`src/rtl/draw_rot_sprite.sv`:
```
// draw_rot_sprite
//   Rotating-object sprite blitter. Scans an S x S frame out of a shared
//   synchronous frame ROM at one pixel per clock. It can mirror the frame in
//   X and/or Y, skips transparent pixels, clips against the screen and emits
//   VGA pixel writes.
//
//   Ports
//     clk, reset_n       clock, asynchronous active-low reset
//     plot               start request, sampled only while idle
//     x_pos, y_pos       sprite top-left corner, latched on accept
//     frame              frame index (>= FRAMES selects frame 0), latched
//     flip_x, flip_y     horizontal / vertical mirror, latched
//     rom_addr/rom_data  ROM port; data is valid one clock after the address
//     x, y, color        pixel write coordinates and colour
//     writeEn            pixel write strobe
//     busy               high while a draw is in progress
//     draw_done          one-cycle pulse alongside the last pixel slot
module draw_rot_sprite #(
   parameter int                   SPRITE_SIZE = 32,
   parameter int                   FRAMES      = 24,
   parameter int                   COLOR_W     = 3,
   parameter logic [COLOR_W-1:0]   TRANSPARENT = '0,
   parameter int                   FRAME_W     = 5,
   parameter int                   ADDR_W      = 15,
   parameter int                   SCREEN_W    = 320,
   parameter int                   SCREEN_H    = 240
) (
   input  logic               clk,
   input  logic               reset_n,
   input  logic               plot,
   input  logic [9:0]         x_pos,
   input  logic [9:0]         y_pos,
   input  logic [FRAME_W-1:0] frame,
   input  logic               flip_x,
   input  logic               flip_y,
   output logic [ADDR_W-1:0]  rom_addr,
   input  logic [COLOR_W-1:0] rom_data,
   output logic [9:0]         x,
   output logic [9:0]         y,
   output logic [COLOR_W-1:0] color,
   output logic               writeEn,
   output logic               busy,
   output logic               draw_done
);

   localparam int LOG_S  = $clog2(SPRITE_SIZE);
   localparam int STAGES = 1;

   typedef enum logic [1:0] {IDLE, SCAN, DRAIN} state_t;

   state_t              state;
   logic [9:0]          x0, y0;
   logic [FRAME_W-1:0]  f_lat;
   logic                fx_lat, fy_lat;
   logic [LOG_S-1:0]    cx, cy;        // pixel whose address is on rom_addr
   logic [LOG_S-1:0]    s1_cx, s1_cy;  // pixel whose data is on rom_data
   // [0]: rom_addr holds a live pixel, [1]: rom_data holds a live pixel
   logic [STAGES:0]     vld_pipe;

   logic [LOG_S-1:0]    cx_nx, cy_nx;
   logic [FRAME_W-1:0]  frame_ok;
   logic [9:0]          xs, ys;

   // Mirroring S-1-c is a bitwise invert because S is a power of two; the
   // frame and row offsets are shifts, so no multiplier is inferred.
   function automatic logic [ADDR_W-1:0] pix_addr(
      input logic [FRAME_W-1:0] f,
      input logic               fx,
      input logic               fy,
      input logic [LOG_S-1:0]   px,
      input logic [LOG_S-1:0]   py
   );
      logic [LOG_S-1:0] sx, sy;
      sx = fx ? ~px : px;
      sy = fy ? ~py : py;
      return (ADDR_W'(f) << (2 * LOG_S)) | (ADDR_W'(sy) << LOG_S) | ADDR_W'(sx);
   endfunction

   always_comb begin
      cx_nx    = cx + LOG_S'(1);
      cy_nx    = (cx == '1) ? cy + LOG_S'(1) : cy;
      frame_ok = (32'(frame) < FRAMES) ? frame : '0;
      xs       = x0 + 10'(s1_cx);
      ys       = y0 + 10'(s1_cy);
   end

   assign busy = (state != IDLE);

   always_ff @(posedge clk or negedge reset_n) begin
      if (!reset_n) begin
         state     <= IDLE;
         x0        <= '0;
         y0        <= '0;
         f_lat     <= '0;
         fx_lat    <= 1'b0;
         fy_lat    <= 1'b0;
         cx        <= '0;
         cy        <= '0;
         s1_cx     <= '0;
         s1_cy     <= '0;
         vld_pipe  <= '0;
         rom_addr  <= '0;
         x         <= '0;
         y         <= '0;
         color     <= '0;
         writeEn   <= 1'b0;
         draw_done <= 1'b0;
      end else begin
         // stage 1: coordinates follow the ROM access by one clock
         vld_pipe[1] <= vld_pipe[0];
         s1_cx       <= cx;
         s1_cy       <= cy;

         // stage 2: registered pixel outputs; x/y/colour update every slot
         x       <= xs;
         y       <= ys;
         color   <= rom_data;
         writeEn <= vld_pipe[1] && (rom_data != TRANSPARENT) &&
                    (32'(xs) < SCREEN_W) && (32'(ys) < SCREEN_H);

         draw_done <= 1'b0;

         case (state)
            IDLE: begin
               vld_pipe[0] <= 1'b0;
               if (plot) begin
                  x0          <= x_pos;
                  y0          <= y_pos;
                  f_lat       <= frame_ok;
                  fx_lat      <= flip_x;
                  fy_lat      <= flip_y;
                  cx          <= '0;
                  cy          <= '0;
                  rom_addr    <= pix_addr(frame_ok, flip_x, flip_y, '0, '0);
                  vld_pipe[0] <= 1'b1;
                  state       <= SCAN;
               end
            end
            SCAN: begin
               cx       <= cx_nx;
               cy       <= cy_nx;
               rom_addr <= pix_addr(f_lat, fx_lat, fy_lat, cx_nx, cy_nx);
               if (cx_nx == '1 && cy_nx == '1)
                  state <= DRAIN;
            end
            DRAIN: begin
               // First DRAIN edge moves the last address into stage 1; the
               // next one loads it into stage 2, which is the done slot.
               vld_pipe[0] <= 1'b0;
               if (!vld_pipe[0]) begin
                  draw_done <= 1'b1;
                  state     <= IDLE;
               end
            end
            default: state <= IDLE;
         endcase
      end
   end

endmodule

```
`config.mk`:
```
export PLATFORM = sky130hd
export DESIGN_NAME = draw_rot_sprite
export DESIGN_NICKNAME = d
export VERILOG_FILES = /design/src/rtl/draw_rot_sprite.sv
export SDC_FILE = /design/constraint.sdc
export NUM_CORES = 1
export LEC_CHECK = 0
export ABC_AREA = 1
export CAP_MARGIN = 10
export CORE_ASPECT_RATIO = 0.7
export CORE_UTILIZATION = 40
export CTS_BUF_LIST = sky130_fd_sc_hd__clkbuf_8 sky130_fd_sc_hd__clkbuf_16
export DETAILED_ROUTE_END_ITERATION = 8
export GPL_ROUTABILITY_DRIVEN = 0
export SKIP_LAST_GASP = 1
export SLEW_MARGIN = 5
export SYNTH_ARGS = -nofsm -noshare
export SYNTH_HDL_FRONTEND = slang
export SYNTH_SLANG_ARGS = --single-unit
```
`constraint.sdc`:
```
create_clock -name clk -period 5.3 [get_ports clk]
set_input_delay 1.06 -clock clk [delete_from_list [all_inputs] [get_ports clk]]
set_output_delay 1.06 -clock clk [all_outputs]
set_load 0.02 [all_outputs]
```
## Yosys cells after proc, flatten, opt, wreduce, memory -nomap -nowiden

Cells that the tools add are included.

| cells by class | value |
|---|---|
| add/subtract/negate cells | 4 |
| multiply operators | 0 |
| divide/modulo/power cells | 0 |
| order comparisons | 3 |
| equal/unequal tests | 8 |
| shifts and indexed selects | 0 |
| muxes and demuxes | 19 |
| bitwise operators | 6 |
| reduce and logical (&&, ||, !) cells | 12 |

Operator list:

| operator | number |
|---|---|
| 5-bit two-way mux | 7 |
| 15-bit by 10-bit OR with 15-bit output | 2 |
| 15-bit by 5-bit OR with 15-bit output | 2 |
| 15-bit one-hot mux with 2 select lines | 1 |
| 10-bit by 5-bit adder with 10-bit output | 2 |
| 5-bit one-hot mux with 2 select lines | 2 |
| 5-bit equality test (second input constant) | 3 |
| 15-bit two-way mux | 1 |
| 5-bit by 1-bit adder with 5-bit output (second input constant) | 2 |
| 10-bit by 8-bit less-than comparator with 1-bit output (second input constant) | 1 |
| 10-bit by 9-bit less-than comparator with 1-bit output (second input constant) | 1 |
| 5-bit NOT | 2 |
| 2-bit two-way mux | 3 |
| 2-bit inequality test (second input constant) | 3 |
| 2-bit one-hot mux with 3 select lines | 1 |
| 2-bit nonzero test | 3 |
| 5-bit less-than comparator (second input constant) | 1 |
| 1-bit logical AND | 4 |
| 2-bit AND reduction | 2 |
| 1-bit two-way mux | 3 |
| 3-bit AND reduction | 1 |
| 3-bit nonzero test | 1 |
| 2-bit by 1-bit equality test with 1-bit output (second input constant) | 1 |
| 2-bit equality test (second input constant) | 1 |
| other kinds (2) | 2 |

| word-level totals | value |
|---|---|
| flip-flop bits (word level) | 91 |
| latch bits | 0 |
| bits in writable memories | 0 |
| bits in read-only memories | 0 |
| bits of input ports | 33 |
| output and inout port bits | 41 |
| logic and storage cells | 70 |
| memories kept | 0 |

## Depth between registers and ports, before layout

| depth | value |
|---|---|
| word-level depth | 7 |
| gate-level depth with buffers | 13 |
| gate-level depth less buffers | 13 |

## Worst setup path after synthesis

Ideal clock, no wire load.

| timing path | value |
|---|---|
| path kind | register to register |
| start point | register cx[0] |
| end point | register state[0] |
| library setup time | 0.117 ns |
| arrival time | 1.690 ns |
| data required time | 5.183 ns |
| slack | 3.493 ns |
| stages on the path, launching flop included | 13 |
| buffers on the path | 0 |
| period minus slack after synthesis | 1.807 ns |
| cell sequence | dfrtp_1 -> ha_1 -> nand2_1 -> nor2_1 -> ha_1 -> nand2_2 -> inv_1 -> nor2_1 -> nand2_1 -> nor3_1 -> nand3_1 -> o21ai_1 -> inv_1 |

| on the way | value |
|---|---|
| word-level cells in the longest chain between the ends | 6 |
| elaborated cells on any way between the ends | 8 |
| those cells by class | 1 x add/sub; 4 x eq/ne; 1 x mux; 2 x reduce/logical |

RTL lines:

| item | RTL line | RTL |
|---|---|---|
| start: declaration | 55 | `logic [LOG_S-1:0] cx, cy;` |
| start signal: assignment | 140 | `cx <= cx_nx;` |
| branches (longest 3 deep; another with 5-bit by 1-bit adder with 5-bit output) | -- |  |
| 1-bit logical AND (*) | 143 | `if (cx_nx == '1 && cy_nx == '1)` |
| 2-bit inequality test (no source line) (*) | -- |  |
| 3-bit AND reduction (no source line) (*) | -- |  |
| end signal: assignment | 144 | `state <= DRAIN;` |
| end signal: assignment | 152 | `state <= IDLE;` |
| end signal: assignment | 155 | `default: state <= IDLE;` |
| end: declaration | 51 | `state_t state;` |

Mark *: on every way between the ends.
A chain may end at the register's enable or synchronous reset.

## Worst setup path after layout

| timing path | value |
|---|---|
| start point | input port plot |
| end point | register state[0] |

| on the way | value |
|---|---|
| word-level cells in the longest chain between the ends | 2 |

RTL lines:

| item | RTL line | RTL |
|---|---|---|
| start: declaration | 30 | `input logic plot,` |
| 2-bit inequality test (no source line) | -- |  |
| 3-bit AND reduction (no source line) | -- |  |
| end signal: assignment | 91 | `state <= IDLE;` |
| end signal: assignment | 136 | `state <= SCAN;` |
| end signal: assignment | 144 |  |

Every way passes these cells.

==> results by group <==
Logic synthesis
  – Post-synth top area share: 55.8%
  – Yosys cell types: 31
  – Top cells by count, synth: nand2_1 (135), dfrtp_1 (91), inv_1 (54)
  – Post-Syn Nets: 501
  – Syn. warnings: 0
  – FF+latch count, synth: 91
  – Synth Flop Type: dfrtp_1
  – Syn Area/Cell: 9.02 sq um
  – Synth Instances: 452
  – Biggest area consumer among synthesized cells: dfrtp_1
  – Post-synth EDFFs: 0
  – Register area share after synthesis: 55.8%
  – Most common cell in the netlist: nand2_1
  – Synth async-reset ratio: 100%
  – Top cells by area, synth: dfrtp_1 (56%), nand2_1 (12%), inv_1 (5.0%)
  – Post-Syn Area: 4080 sq um

Die
  – Rows: 30
  – Ports: 74
  – Initial core utilization: 41.6%
  – Area of the die: 10600 sq um
  – Die Y: 86.5 um
  – Chip width: 123 um
  – Core area: 9800 sq um

STA
  – Setup violators final: 0
  – Setup TNS: 0 ps
  – Worst-Margin Slew: 884 ps
  – Final period util: 58.7%
  – Fmax: 321 MHz
  – Clock skew: 5.13 ps
  – Worst slew margin: 41.0%
  – Hold Fails Final Rpt: 0
  – Final Critical Period: 3110 ps
  – Slew Viols, Final: 0
  – RSZ-0062 raised after global routing: false

Routing
  – Post-DRT Antenna Nets: 0
  – Avg WL per Cell: 13.1 um
  – Routed wire length: 8680 um
  – Vias: 3168
  – Pre-antenna DRT Iters: 5
  – # DRC: 0
  – Starting DRT DRC Count: 203
  – Vias per cell: 4.79

Clock tree
  – Clock Latency Late Sink: 340 ps
  – Postcts setup bufs: 0
  – CTS clock-pin slew for the worst setup and hold paths: 60 ps
  – Post-CTS Hold Buffers: 0
  – Clock buffer depth: 2
  – Num CTS Buffers: 9
  – Cts repair resizes: 0
  – CTS Root Cell: clkbuf_16
  – CTS Sinks: 91
  – TritonCTS clock tree: done
  – H-tree levels: 3

GRT
  – GRT Resource Usage Total: 18.0%
  – Vias in the first global route: 3019
  – First-pass GRT wire length: 14700 um
  – Pin count of the biggest net entering global routing: 51
  – Initial antenna violation count: 0
  – Grt total ovfl: 0

Finish
  – # nets final: 578
  – Area Growth Syn to Fin: 28.2%
  – Layout cells sized above 1: 5.44%
  – Antenna diode count: 0
  – Post-layout util: 53.4%

Job
  – Max-cap violations: 0

Place
  – Post-DP HPWL: 6140 um
  – # port buffers: 73

Setup path
  – Crit path capture type: flop
  – CP arrival: 3340 ps
  – Crit path kind: input port to flop
  – Critical Path Source Type: input port
  – Required time worst endpoint: 5530 ps
  – Crit-path max FO: 45

Power
  – Power Dens Cells: 552 nW/um^2
  – Peak supply drop: 222 uV
  – Lkg Pwr: 2.57 nW

Outcome
  – Status: finished, final reports clean

Worst hold path
  – Min-Delay Path Class: flop to flop
-- layer usage --
layer	vias to the layer above	routed length [um]	track usage [%]
li1	1599	-	-
met1	1475	4470	26.4
met2	87	3710	25.8
met3	7	428	4.87
met4	0	76	5.43
met5	-	0	0
-- critical path, stage by stage --
cell	delay, ps
clkdlybuf4s50_1	410
nand2_2	260
inv_2	380
nor2_2	790
inv_1	230
o21ai_1	130
inv_1	50
-- worst paths after layout --
path	start	to	slack (ps)	cells past startpoint
hold reg to reg	cy[4]$_DFFE_PN0P_	s1_cy[4]$_DFF_PN0_	380	0
setup / recovery	plot	state[0]$_DFFE_PN0P_	2190	7
hold / removal	cy[4]$_DFFE_PN0P_	s1_cy[4]$_DFF_PN0_	380	0
setup reg to reg	state[1]$_DFFE_PN0P_	state[0]$_DFFE_PN0P_	2830	7
max in group asynchronous	reset_n	rom_addr[8]$_DFFE_PN0P_	3590	2
min in group asynchronous	reset_n	x[8]$_DFF_PN0_	740	1
-- cell type report --
| cell class | count | area (sq um) |
|---|---|---|
| fill | 887 | 4570 |
| multi-input combinational | 296 | 1550 |
| timing repair buffer | 74 | 736 |
| sequential | 91 | 2280 |
| inverter | 57 | 214 |
| clock inverter | 4 | 42.5 |
| clock buffer | 11 | 253 |
| tap | 128 | 160 |
-- state kept, by name, summed over array words and instances (netlist names), 10 cells and up --
name / cells
x: 10
rom_addr: 15
y: 10
y0: 10
x0: 10
-- placed cells by master (no fill, tap or decap), types with 8 or more instances in the layout --
cell type	n
nand2_1	135
dfrtp_1	91
clkdlybuf4s50_1	72
inv_1	56
nand3_1	37
o21ai_0	33
nor2_1	14
ha_1	14
a21oi_1	10
xor2_1	10
clkbuf_16	9
nand4_1	8
-- power by group --
part,internal (mW),switching [mW]
Clock,0.384,0.249
Combinational,0.490,0.639
Sequential,0.962,0.161
-- through the flow --
step                hold slack (ps)  setup WS (ps)  std cells  power (mW)  area [sq um]
CTS                             383           2160        661        2.91          5230
finish                          379           2190        661        2.88          5230
detailed placement              369           1800        646        2.27          4930
global route                    401           1940        661        3.11          5230
global placement                365           1920        646        2.25          4930
floorplan                       354           3490        452        1.81          4080
-- cells by family (layout without fill, tap and decap cells) --
family          Yosys count  after routing  share of synthesized area, %
fa+ha+maj                16             16                          5.28
compound gates           57             57                          7.76
flops                    91             91                          55.8
buf+inv                  65            146                          6.29
simple gates            211            211                          22.3
xor+xnor                 12             12                          2.58
No activity file was read; power rests on OpenSTA's default activity.
